==> src/rtl/width_downsizer.sv <==
`default_nettype none
// ============================================================================
// Module      : width_downsizer
// Description : Valid/ready serializer splitting IN_W-bit words into
//               IN_W/OUT_W beats of OUT_W bits. The optional build macro
//               WIDTH_DOWNSIZER_MSB_FIRST_EN emits the most-significant
//               slice first. The default is least-significant first.
// Revision    : 1.0 - initial release
// ============================================================================
module width_downsizer #(
    parameter int IN_W  = 16,
    parameter int OUT_W = 8
) (
    input  logic             clk,
    input  logic             rst,
    input  logic             in_valid,
    input  logic [IN_W-1:0]  in_data,
    output logic             in_ready,
    output logic             out_valid,
    output logic [OUT_W-1:0] out_data,
    output logic             out_last,
    input  logic             out_ready
);
    localparam int RATIO  = IN_W / OUT_W;
    localparam int BEAT_W = (RATIO > 1) ? $clog2(RATIO) : 1;
    localparam logic [BEAT_W-1:0] LAST_BEAT = BEAT_W'(RATIO - 1);

    generate
        if (((IN_W % OUT_W) != 0) || (RATIO < 2)) begin : g_param_check
            $error("width_downsizer: IN_W must be a multiple of OUT_W with IN_W/OUT_W >= 2");
        end
    endgenerate

    typedef enum logic [0:0] {
        IDLE = 1'b0,
        SEND = 1'b1
    } state_t;

    state_t            state_q, state_d;
    logic [IN_W-1:0]   hold_q, hold_d;
    logic [BEAT_W-1:0] beat_q, beat_d;
    logic              w_busy;
    logic              w_out_fire;
    logic              w_in_fire;
    logic [BEAT_W-1:0] w_slice_idx;

    assign w_busy     = (state_q == SEND);
    assign out_valid  = w_busy;
    assign out_last   = w_busy && (beat_q == LAST_BEAT);
    assign w_out_fire = out_valid && out_ready;
    // A new word may be taken in the same cycle the last beat leaves.
    assign in_ready   = !w_busy || (w_out_fire && out_last);
    assign w_in_fire  = in_valid && in_ready;

`ifdef WIDTH_DOWNSIZER_MSB_FIRST_EN
    assign w_slice_idx = LAST_BEAT - beat_q;
`else
    assign w_slice_idx = beat_q;
`endif

    assign out_data = hold_q[w_slice_idx*OUT_W +: OUT_W];

    always_comb begin
        state_d = state_q;
        hold_d  = hold_q;
        beat_d  = beat_q;
        case (state_q)
            IDLE: begin
                if (w_in_fire) begin
                    hold_d  = in_data;
                    beat_d  = '0;
                    state_d = SEND;
                end
            end
            SEND: begin
                if (w_out_fire) begin
                    if (out_last) begin
                        beat_d = '0;
                        if (w_in_fire) begin
                            hold_d = in_data;
                        end else begin
                            state_d = IDLE;
                        end
                    end else begin
                        beat_d = beat_q + 1'b1;
                    end
                end
            end
            default: begin
                state_d = IDLE;
                beat_d  = '0;
            end
        endcase
    end

    always_ff @(posedge clk) begin
        if (rst) begin
            state_q <= IDLE;
            hold_q  <= '0;
            beat_q  <= '0;
        end else begin
            state_q <= state_d;
            hold_q  <= hold_d;
            beat_q  <= beat_d;
        end
    end

endmodule
`default_nettype wire
==> config.mk <==
export PLATFORM = sky130hd
export DESIGN_NAME = width_downsizer
export DESIGN_NICKNAME = d
export VERILOG_FILES = /design/src/rtl/width_downsizer.sv
export SDC_FILE = /design/constraint.sdc
export NUM_CORES = 1
export LEC_CHECK = 0
export BUFFER_PORTS_ARGS = -buffer_cell sky130_fd_sc_hd__buf_2
export CAP_MARGIN = 20
export CORE_ASPECT_RATIO = 0.75
export CORE_MARGIN = 2
export CORE_UTILIZATION = 35
export CTS_BUF_LIST = sky130_fd_sc_hd__clkbuf_8
export CTS_CLUSTER_DIAMETER = 30
export DETAILED_ROUTE_END_ITERATION = 8
export SLEW_MARGIN = 5
export SYNTH_ARGS = -nofsm -noshare
export SYNTH_HDL_FRONTEND = slang
export SYNTH_SLANG_ARGS = --single-unit
==> constraint.sdc <==
create_clock -name clk -period 2.4 [get_ports clk]
set_clock_uncertainty 0.1 [all_clocks]
set_input_delay 0.48 -clock clk [delete_from_list [all_inputs] [get_ports clk]]
set_output_delay 0.48 -clock clk [all_outputs]
set_load 0.02 [all_outputs]
==> out/qor.csv <==
metric,value,unit
status,finished clean,
top cell type's share of synthesized area,38.7,%
Post-Synthesis Cell Area,931,um^2
Unique masters post-synth,16,
DIE WIDTH,63.6,um
clk slew on worst S/H paths,70,ps
CTS root buf,clkbuf_8,
register bit total from synthesis,18,
R2R Path End,hold_q[4]$_SDFFE_PP0P_,
1st-iter DRT viols,24,
Worst-Margin Slew,569,ps
Max Clk Rate,0.482,GHz
hold path cells,3,
worst vdd ir,0.000229,V
Hold Startpoint,in_valid,
Post-CTS Hold Buffers,0,
detailed-route via count,686,
Post-synth ARST share,0,%
CTS HTree Levels,1,
Slew Limit Headroom,62.0,%
router iterations before antenna repair,4,
r2r startpoint,beat_q$_SDFFE_PP0P_,
CP required,1820,ps
leakage power,0.519,nW
Worst EP arrival,1490,ps
synth cell count leaders,"nand2b_1 (32), dfxtp_1 (18), mux2i_1 (17)",
"area leader, netlist",dfxtp_1,
Setup TNS,0,ps
post-DP HPWL,1.14,mm
Inserted Clock Buffers,3,
Worst Path Max Fanout,12,
Fin. Hold Viols,0,
nets@finish,140,
Synthesized Nets,110,
initial antenna violation count,0,
Detailed Route WL,1.68,mm
largest family of logic cells by synthesized area,multiplexers,
Mapped Avg Cell Area,10.3,um^2
post-route setup slack,326,ps
maximum clock path buffer count,2,
DR WL/cell,10.8,um
Reg2Reg Depth,4,
Ys Warns,0,
die area,0.00309,mm^2
top_reg_cell synth,dfxtp_1,
min Tclk post-route,2070,ps
core area,0.00256,mm^2
total grt overflow,0,
Final Max Tran Viols,0,
Boundary Pins,31,
Buffers on Ports,30,
clk sink count,18,
"Seq/Total Area, Yosys",38.7,%
critical path launch point type,flip-flop,
Gate Count Post-Synth,90,
Pwr Density,609,mW/mm^2
Post-Synth Adder-Cell Area,0,%
mux contribution to synthesized area,28.0,%
CTS tree,built,
largest net degree at the start of global routing,35,
Layout area overhead,23.9,%
DR vias/cell,4.43,
Final period util,86.4,%
RePlAce Congestion,0.641,
Routed Antenna Nets,0,
most area-consuming cells after synthesis,"dfxtp_1 (39%), nand2b_1 (22%), mux2i_1 (18%)",
Overall Global Routing Usage,12.2,%
Starting Density,36.3,%
"Clk Latency, worst-skew pair",250,ps
Hold Crit Class,input pin to flip-flop,
setup violators final,0,
ant diodes,0,
DR DRC count,0,
dpl cell area,0.00110,mm^2
design area,0.00115,mm^2
post_cts resized,0,
Die Span Y,48.7,um
number of global-route vias before repair,669,
Post-Synth XOR/XNOR Area,0,%
post-synthesis compound-gate area fraction,2.55,%
share of layout cells above drive strength 1,38.7,%
Post-Synth Simple-Gate Area,25.3,%
number of synthesized flops with an enable pin,0,
Max-cap violations,0,
total power draw,703,uW
row cnt,16,
Hold Path End,out_valid$_SDFF_PP0_,
endpoint class of the critical path,output pin,
first-pass GRT wire length,2.93,mm
Place WS,584,ps
"reg-to-reg slack, setup",620,ps
unrepaired setup endpoints after global routing,false,
number of setup buffers added after CTS,0,
"count leader, synth",nand2b_1,
WS Path Type,flip-flop to output pin,
==> critical path: stages (launching register included) <==
cell and delay, ps:
dfxtp_1 680, mux2_2 400, buf_2 160
==> layout make-up <==
type / count / area, um^2
inverters: 1 / 3.75
flip-flops and latches: 18 / 360
fillers: 267 / 1410
well taps: 36 / 45.0
repair buffers: 31 / 170
multi-input cells: 65 / 519
clock buffers: 4 / 55.1
==> placed cells by master (no fill, tap or decap), types with 2 or more instances in the layout <==
cell and count:
buf_2 30, clkbuf_8 4, dfxtp_1 18, mux2_2 8, mux2i_1 17, nand2b_1 32, nor2_1 2
==> per-stage QoR <==
step	cells	utilization (%)	hold slack, ps
after floorplan	90	-	345
after global placement	151	42.9	355
after detailed placement	151	42.9	363
after CTS	155	45.0	372
after global routing	155	45.0	382
final	155	45.0	371
==> report_power, final <==
part | internal (mW) | switching (mW) | leakage, nW | total, mW
Sequential | 0.319 | 0.0136 | 0.148 | 0.332
Combinational | 0.0643 | 0.0570 | 0.342 | 0.121
Clock | 0.146 | 0.103 | 0.0288 | 0.249
Total | 0.529 | 0.174 | 0.519 | 0.703
==> flip-flops by register name (all words and copies together) (netlist names) <==
| name | cells |
|---|---|
| out_valid | 1 |
| hold_q | 16 |
| beat_q | 1 |
==> routing by layer <==
metal	global-route usage [%]	share of wire, %	vias up
met1	15.2	49	309
met3	5.81	8.2	5
li1	-	-	348
met4	4.35	1.5	0
met2	18.4	41	24
met5	0	0	-
==> cells by family (layout without fill, tap and decap cells) <==
group / count (synthesis) / count (layout)
compound gates: 2 / 2
buf+inv: 7 / 36
flops: 18 / 18
mux: 25 / 25
simple gates: 38 / 38
==> worst max path at each step <==
stage / startpoint / endpoint / slack [ps] / cells after the start
6_report: beat_q$_SDFFE_PP0P_ / out_data[2] / 330 / 2
3_5_place_dp: beat_q$_SDFFE_PP0P_ / out_data[5] / 580 / 2
3_3_place_gp: beat_q$_SDFFE_PP0P_ / out_data[5] / 620 / 2
4_1_cts: beat_q$_SDFFE_PP0P_ / out_data[5] / 300 / 2
5_1_grt: beat_q$_SDFFE_PP0P_ / out_data[1] / 250 / 2
2_1_floorplan: beat_q$_SDFFE_PP0P_ / out_data[0] / 840 / 2
(Power assumes the default switching activity.)
